===== config.mk =====
export PLATFORM = sky130hd
export DESIGN_NAME = fifo_wr_arbiter
export DESIGN_NICKNAME = d
export VERILOG_FILES = /design/src/rtl/fifo_arb_pkg.sv /design/src/rtl/fifo_wr_arbiter_rr_pick.sv /design/src/rtl/fifo_wr_arbiter.sv
export SDC_FILE = /design/constraint.sdc
export NUM_CORES = 1
export LEC_CHECK = 0
export ABC_CLOCK_PERIOD_IN_PS = 2240
export CAP_MARGIN = 10
export CORE_AREA = 2 2 55 57
export CTS_CLUSTER_DIAMETER = 50
export DETAILED_ROUTE_END_ITERATION = 12
export DIE_AREA = 0 0 57 59
export GPL_TIMING_DRIVEN = 0
export PLACE_DENSITY = 0.71
export SYNTH_ARGS = -nofsm -noshare
export SYNTH_HDL_FRONTEND = slang
export SYNTH_SLANG_ARGS = --single-unit

===== constraint.sdc =====
create_clock -name clk -period 2.24 [get_ports clk]
set_input_delay 0.224 -clock clk [delete_from_list [all_inputs] [get_ports clk]]
set_output_delay 0.224 -clock clk [all_outputs]
set_load 0.02 [all_outputs]

===== src/rtl/fifo_arb_pkg.sv =====
// Shared types and helpers for the FIFO write-port arbiter.
// Optional burst locking is enabled with FIFO_ARB_LOCK_EN.
package fifo_arb_pkg;

    typedef enum logic {ARB_IDLE, ARB_LOCK} arb_state_t;

    function automatic int id_w(input int n);
        return (n <= 1) ? 1 : $clog2(n);
    endfunction

endpackage


===== src/rtl/fifo_wr_arbiter_rr_pick.sv =====
// Combinational round-robin picker: first set request at or above ptr, wrapping.
// Part of fifo_wr_arbiter; FIFO_ARB_LOCK_EN does not affect this block.
module rr_pick
    import fifo_arb_pkg::*;
#(
    parameter int NUM_REQ = 4,
    parameter int ID_W    = 2
) (
    input  logic [NUM_REQ-1:0] req,
    input  logic [ID_W-1:0]    ptr,
    output logic [NUM_REQ-1:0] gnt_onehot,
    output logic [ID_W-1:0]    gnt_idx,
    output logic               any
);

    logic [2*NUM_REQ-1:0] dbl;
    logic                 found;

    assign dbl = {req, req};
    assign any = |req;

    // Bits below ptr are masked off; the upper copy supplies the wrapped candidates.
    always_comb begin
        gnt_idx = '0;
        found   = 1'b0;
        for (int unsigned i = 0; i < 2 * NUM_REQ; i++) begin
            if (!found && (i >= int'(ptr)) && dbl[i]) begin
                found   = 1'b1;
                gnt_idx = ID_W'(i % NUM_REQ);
            end
        end
        gnt_onehot = any ? (NUM_REQ'(1) << gnt_idx) : '0;
    end

endmodule


===== src/rtl/fifo_wr_arbiter.sv =====
// Round-robin arbiter sharing one FIFO write port through a single-beat holding register.
// Define FIFO_ARB_LOCK_EN to add req_last and hold the grant for a whole burst.
module fifo_wr_arbiter
    import fifo_arb_pkg::*;
#(
    parameter  int NUM_REQ = 4,
    parameter  int WIDTH   = 8,
    localparam int ID_W    = id_w(NUM_REQ)
) (
    input  logic                     clk,
    input  logic                     rst,
    input  logic [NUM_REQ-1:0]       req_valid,
    input  logic [NUM_REQ*WIDTH-1:0] req_data,
    output logic [NUM_REQ-1:0]       req_ready,
`ifdef FIFO_ARB_LOCK_EN
    input  logic [NUM_REQ-1:0]       req_last,
`endif
    input  logic                     fifo_ready,
    output logic                     fifo_wr_en,
    output logic [WIDTH-1:0]         fifo_data,
    output logic [ID_W-1:0]          fifo_src_id
);

    arb_state_t         state;
    logic [ID_W-1:0]    ptr;
    logic               out_vld;
    logic [WIDTH-1:0]   out_data;
    logic [ID_W-1:0]    out_id;

    logic [NUM_REQ-1:0] cand;
    logic [NUM_REQ-1:0] gnt_onehot;
    logic [ID_W-1:0]    gnt_idx;
    logic [ID_W-1:0]    ptr_next;
    logic               any;
    logic               load;
    logic               accept;
    logic               last_g;

`ifdef FIFO_ARB_LOCK_EN
    logic [ID_W-1:0]    owner;

    // While locked only the burst owner may compete; ptr is left untouched.
    assign cand   = (state == ARB_LOCK) ? (req_valid & (NUM_REQ'(1) << owner)) : req_valid;
    assign last_g = req_last[gnt_idx];
`else
    assign cand   = req_valid;
    assign last_g = 1'b1;
`endif

    rr_pick #(
        .NUM_REQ (NUM_REQ),
        .ID_W    (ID_W)
    ) u_pick (
        .req        (cand),
        .ptr        (ptr),
        .gnt_onehot (gnt_onehot),
        .gnt_idx    (gnt_idx),
        .any        (any)
    );

    assign load      = ~out_vld | fifo_ready;
    assign req_ready = (load && any && !rst) ? gnt_onehot : '0;
    assign accept    = |req_ready;
    assign ptr_next  = (gnt_idx == ID_W'(NUM_REQ - 1)) ? '0 : gnt_idx + 1'b1;

    assign fifo_wr_en  = out_vld & fifo_ready & ~rst;
    assign fifo_data   = out_data;
    assign fifo_src_id = out_id;

    always_ff @(posedge clk) begin
        if (rst) begin
            out_vld  <= 1'b0;
            out_data <= '0;
            out_id   <= '0;
            ptr      <= '0;
            state    <= ARB_IDLE;
`ifdef FIFO_ARB_LOCK_EN
            owner    <= '0;
`endif
        end else if (accept) begin
            out_vld  <= 1'b1;
            out_data <= req_data[gnt_idx*WIDTH +: WIDTH];
            out_id   <= gnt_idx;
            if (state == ARB_IDLE || last_g)
                ptr <= ptr_next;
`ifdef FIFO_ARB_LOCK_EN
            if (state == ARB_IDLE && !last_g) begin
                state <= ARB_LOCK;
                owner <= gnt_idx;
            end else if (state == ARB_LOCK && last_g) begin
                state <= ARB_IDLE;
            end
`endif
        end else if (fifo_ready) begin
            out_vld <= 1'b0;
        end
    end

endmodule

# --- After elaboration in Yosys (flattened, before gate mapping) ---
# Cells that the tools add are included.
# W data, S select, Z words.
classes:
  order_cmp: 3
  n_eq_ne: 1
  add_sub_neg: 1
  muxes: 19
  n_shift: 2
  reduce_logical: 23
  bitwise_logic: 5
ops:
  columns: ["cell", "n"]
  rows:
  - ["$shiftx A32 B6 Y8", 1]
  - ["$mux W2", 7]
  - ["$logic_and A1 B1 Y1", 12]
  - ["$mux W1", 10]
  - ["$logic_not A1 Y1", 8]
  - ["$mux W4", 2]
  - ["$reduce_or A4 Y1", 2]
  - ["$ge A1 B2 Y1 const A", 2]
  - ["$shl A1 B2 Y4 const A", 1]
  - ["$add A2 B1 Y2 const B", 1]
  - ["$and A1 B1 Y1", 2]
  - ["$eq A2 B2 Y1 const B", 1]
  - ["$ge A2 B2 Y1 const A", 1]
  - ["$not A1 Y1", 2]
  - ["$reduce_bool A2 Y1", 1]
  - ["$or A1 B1 Y1", 1]
totals:
  register_bits: 13
  output_inout_bits: 15
  in_bits: 39

# --- Logic depth before layout (Yosys ltp) ---
logic_depth:
  ltp_word: 31
  depth_mapped: 11
  depth_no_buf: 8

# --- By module ---
# A second synthesis with hierarchy kept.
unflattened:
  cells_unflattened: 110
  area_unflattened_um2: 1009.7
modules_own_cells:
  columns: ["mod", "n_inst", "area_each_um2", "seq_area_each_um2", "cells_per_inst"]
  rows:
  - ["fifo_wr_arbiter", 1, 812.0, 260.2, 81]
  - ["rr_pick", 1, 197.7, 0.0, 29]

# --- Worst setup path before layout ---
# No wires, ideal clock.
synth_path:
  path_type: "in2reg"
  start: "input req_valid[2]"
  end: "register out_data[0], in the netlist fifo_data[0]"
  setup_slack_ns: -0.107
  setup_ns: 0.133
  t_arrival_ns: 2.214
  stages: 11
  cell_sequence: "nor2b_1 > a21boi_1 > o32a_1 > buf_6 > buf_6 > inv_1 > ha_1 > o41ai_2 > nand2b_1 > clkbuf_2 > o221ai_1"
synth_between:
  elab_chain_cells: 21
  word_cells_on_any_way: 30
synth_rtl:
  columns: ["element", "line", "source"]
  rows:
  - ["from (decl)", "fifo_wr_arbiter.sv:12", "input logic [NUM_REQ-1:0] req_valid,"]
  - ["$logic_and A1 B1 Y1", "fifo_wr_arbiter_rr_pick.sv:27", "if (!found && (i >= int'(ptr)) && dbl[i]) begin"]
  - ["$mux W1", "fifo_wr_arbiter_rr_pick.sv:27", null]
  - ["$logic_not A1 Y1", "fifo_wr_arbiter_rr_pick.sv:27", null]
  - ["$logic_and A1 B1 Y1", "fifo_wr_arbiter_rr_pick.sv:27", null]
  - ["$mux W1", "fifo_wr_arbiter_rr_pick.sv:27", null]
  - ["$logic_not A1 Y1", "fifo_wr_arbiter_rr_pick.sv:27", null]
  - ["$logic_and A1 B1 Y1", "fifo_wr_arbiter_rr_pick.sv:27", null]
  - ["$mux W1", "fifo_wr_arbiter_rr_pick.sv:27", null]
  - ["(+3 left out)", null, null]
  - ["$logic_not A1 Y1", "fifo_wr_arbiter_rr_pick.sv:27", null]
  - ["$logic_and A1 B1 Y1", "fifo_wr_arbiter_rr_pick.sv:27", null]
  - ["$mux W1", "fifo_wr_arbiter_rr_pick.sv:27", null]
  - ["$logic_not A1 Y1", "fifo_wr_arbiter_rr_pick.sv:27", null]
  - ["$logic_and A1 B1 Y1", "fifo_wr_arbiter_rr_pick.sv:27", null]
  - ["$mux W2 (*)", "fifo_wr_arbiter_rr_pick.sv:27", null]
  - ["named net gnt_idx[1]", "fifo_wr_arbiter.sv:32", "logic [ID_W-1:0] gnt_idx;"]
  - ["parallel branches: the longest is 4 deep, another holds $shiftx A32 B6 Y8", null, null]
  - ["to (signal assigned)", "fifo_wr_arbiter.sv:82", "out_data <= req_data[gnt_idx*WIDTH +: WIDTH];"]
  - ["to (decl)", "fifo_wr_arbiter.sv:27", "logic [WIDTH-1:0] out_data;"]
# Mark *: on every way through the listed nets, which the timed path passes.
# A chain may end at the register's enable or synchronous reset.

# --- Final worst setup path ---
layout_path:
  start: "input req_valid[1]"
  end: "register out_data[5], in the netlist fifo_data[5]"
layout_between:
  elab_chain_cells: 25
  word_cells_on_any_way: 35
layout_rtl:
  columns: ["element"]
  rows:
  - ["parallel branches: the longest is 25 deep, another holds $logic_and A1 B1 Y1"]
# Several ways; the timed one is not identified.

==> impl_metrics.json <==
{
  "p_per_area_nw_per_um2": 677.6,
  "antenna_found_initial": 0,
  "clock-sinks": 13,
  "finalHoldViolCount": 0,
  "grt_pass1_wl_microns": 4602,
  "synth.avg_cell_area_sq_um": 9.967,
  "multiInputGateArea_sq_um": 640.6,
  "finalClockSkew_ps": 6.693,
  "crit_path_start_kind": "input pin",
  "holdBufCountCts": 0,
  "drv_slew": 0,
  "area_growth_syn_to_layout_pct": 84.45,
  "die_area_sq_um": 3363,
  "die_h_microns": 59,
  "ir_worst_vdd_uv": 427.6,
  "synth_edf_count": 0,
  "finalWirelength_microns": 2844,
  "vias": 953,
  "cts_tree": "done",
  "drcViolationCount": 0,
  "portBuffers": 53,
  "via_per_inst": 5.208,
  "whs_ps": 464.1,
  "core_area_sq_um": 2710,
  "ys_ff_latch": 13,
  "cts_buffers": 3,
  "synthTopCellsByArea": "dfxtp_1 30%, mux2i_1 21%, nand3b_1 6.8%",
  "yosysMostFrequentCell": "mux2i_1",
  "clock_latency_ps": 280,
  "yosys.area.top_type": "dfxtp_1",
  "max_freq_mhz": 461.7,
  "crit_required_ps": 2390,
  "finalCriticalPeriod_ps": 2166,
  "drive_above_1_share": 0.2105,
  "netlist_area_sq_um": 877.1,
  "max-slew-margin-rel": 0.7417,
  "leakage_nw": 0.6533,
  "async_reset_ff_frac": 0,
  "overflow": 0,
  "worst_pin_slew_ps": 384.0,
  "grt_pass1_vias": 1062,
  "dp_hpwl_microns": 2050,
  "synth_top_area_frac": 0.2967,
  "ios": 54,
  "h-tree-depth": 1,
  "min_path_type": "flip-flop to flip-flop",
  "wl_per_cell_microns": 15.54,
  "critical_path_class": "input pin to flip-flop",
  "die_x_microns": 57,
  "yosysWarningCount": 0,
  "setup_viol": 0,
  "clock_path_buffers": 2,
  "status": "completed",
  "place_inst": 172,
  "cp_max_fo": 6,
  "routabilityCongestion": 0.7198,
  "initial_core_util": 0.3236,
  "max_cap_violations": 0,
  "drt_iter0_markers": 5,
  "synthFlopType": "dfxtp_1",
  "yosys-top-cells-count": "18 x mux2i_1, 13 x dfxtp_1, 8 x nand3b_1",
  "design_area_sq_um": 1618,
  "drt_pre_antenna_iters": 4,
  "place_area_sq_um": 1469,
  "fin_cells": 183,
  "grt_usage": 0.1793,
  "diodes": 0,
  "clkTransAtPathRegs_ps": 70,
  "fin_crit_sh": 0.9669,
  "fillCellCount": 248,
  "antenna_left": 0,
  "syn_nets": 131,
  "netlist-cell-type-count": 27,
  "grt_max_degree": 11,
  "cts_root_buffer": "clkbuf_4",
  "end_kind": "flip-flop",
  "cp.arrival_ps": 2310,
  "rsz0062_at_grt": "true",
  "ff_latch_area_sq_um": 265.3,
  "yosysSeqAreaShare": 0.2967,
  "tns_ps": 0,
  "synth_cells": 88,
  "nNetsFinal": 196,
  "rows": 19
}
[logic make-up (layout without fill, tap and decap cells)]
logic type,count (synthesis),count (layout),synth area share
DFF,13,13,0.2967
and+or+nand+nor,29,29,0.2168
AOI/OAI and AO/OA,15,15,0.1569
buffers and inverters,9,73,0.06703
muxes,18,18,0.2054
adders and majority gates,4,4,0.05706
[report_power, final]
part / switching (mW) / internal [mW] / leakage, nW
clock: 0.0767 / 0.0690 / 0.0150
combinational: 0.285 / 0.334 / 0.530
sequential: 0.0404 / 0.291 / 0.108
total: 0.402 / 0.694 / 0.653
[metal layers]
metal	track usage	routed length [microns]	share of wire
met1	0.1855	1070	0.38
met2	0.3415	1545	0.54
met3	0.05022	177	0.062
met4	0.06977	51	0.018
met5	0	0	0
[registers in the layout (all words and copies together) (netlist names)]
register / flops
fifo_data: 8
fifo_src_id: 2
ptr: 2
out_vld: 1
[worst max-delay path, stage by stage]
cell and delay, ps:
dlygate4sd2_1 300, nor2b_4 140, a21boi_1 170, o32a_1 170, buf_6 130, inv_1 80
ha_4 170, o41ai_4 430, or2_1 230, buf_6 150, o221ai_1 130
[cell usage in the layout, fill, tap and decap left out]
master,instances
nor3b_2,2
clkbuf_4,3
nor2b_4,2
ha_4,2
nor3_2,1
a21oi_1,3
dfxtp_2,1
mux2i_1,18
o32a_1,1
o221ai_2,4
nand3b_1,8
nor4_1,1
clkdlybuf4s15_2,1
dfxtp_4,1
o221ai_1,4
buf_2,1
clkbuf_1,2
nor2b_1,1
and2_1,5
ha_1,2
nand2b_1,2
or2_1,1
nor2b_2,1
buf_6,4
a21boi_1,1
and3b_1,1
nand2_1,1
clkbuf_8,1
dlygate4sd2_1,7
o22ai_2,1
o41ai_4,1
buf_4,6
nor2_1,3
inv_1,3
dfxtp_1,11
clkdlybuf4s50_1,45
[worst paths after layout]
check / slack [ps] / startpoint / cells past startpoint / to
worst max-delay path: 70 / req_valid[1] / 11 / fifo_data[5]
worst min-delay path: 460 / fifo_src_id[0] / 2 / fifo_src_id[0]
worst max register to register: 100 / ptr[0] / 8 / fifo_data[5]
worst min register to register: 460 / fifo_src_id[0] / 2 / fifo_src_id[0]
[cell type report]
cell class              instances  area share
well taps                      31     0.02398
inverters                       3    0.006961
clock buffers                   4     0.01624
multi-input cells              66      0.3960
repair buffers                 61      0.3650
flip-flops and latches         13      0.1640
plain buffers                   5     0.02784
[per-stage QoR]
| stage | setup WS (ps) | util | power (mW) |
|---|---|---|---|
| 3_5_place_dp | -825.7 | 0.5420 | 0.8883 |
| 5_1_grt | -13.70 | 0.5970 | 1.168 |
| 2_1_floorplan | 16.18 | - | 0.6475 |
| 3_3_place_gp | -701.0 | 0.5420 | 0.8773 |
| 4_1_cts | 27.65 | 0.5789 | 1.081 |
| 6_report | 74.09 | 0.5970 | 1.096 |
[timing repair]
item / in CTS / in global routing
buffers inserted: 7 / 0
setup endpoints to repair: 17 / 14
resized for setup: 20 / 10
cloned: 1 / 0
endpoints found under the hold margin: 0 / 0
pin swaps: 3 / 5
No activity file was read; power rests on OpenSTA's default activity.
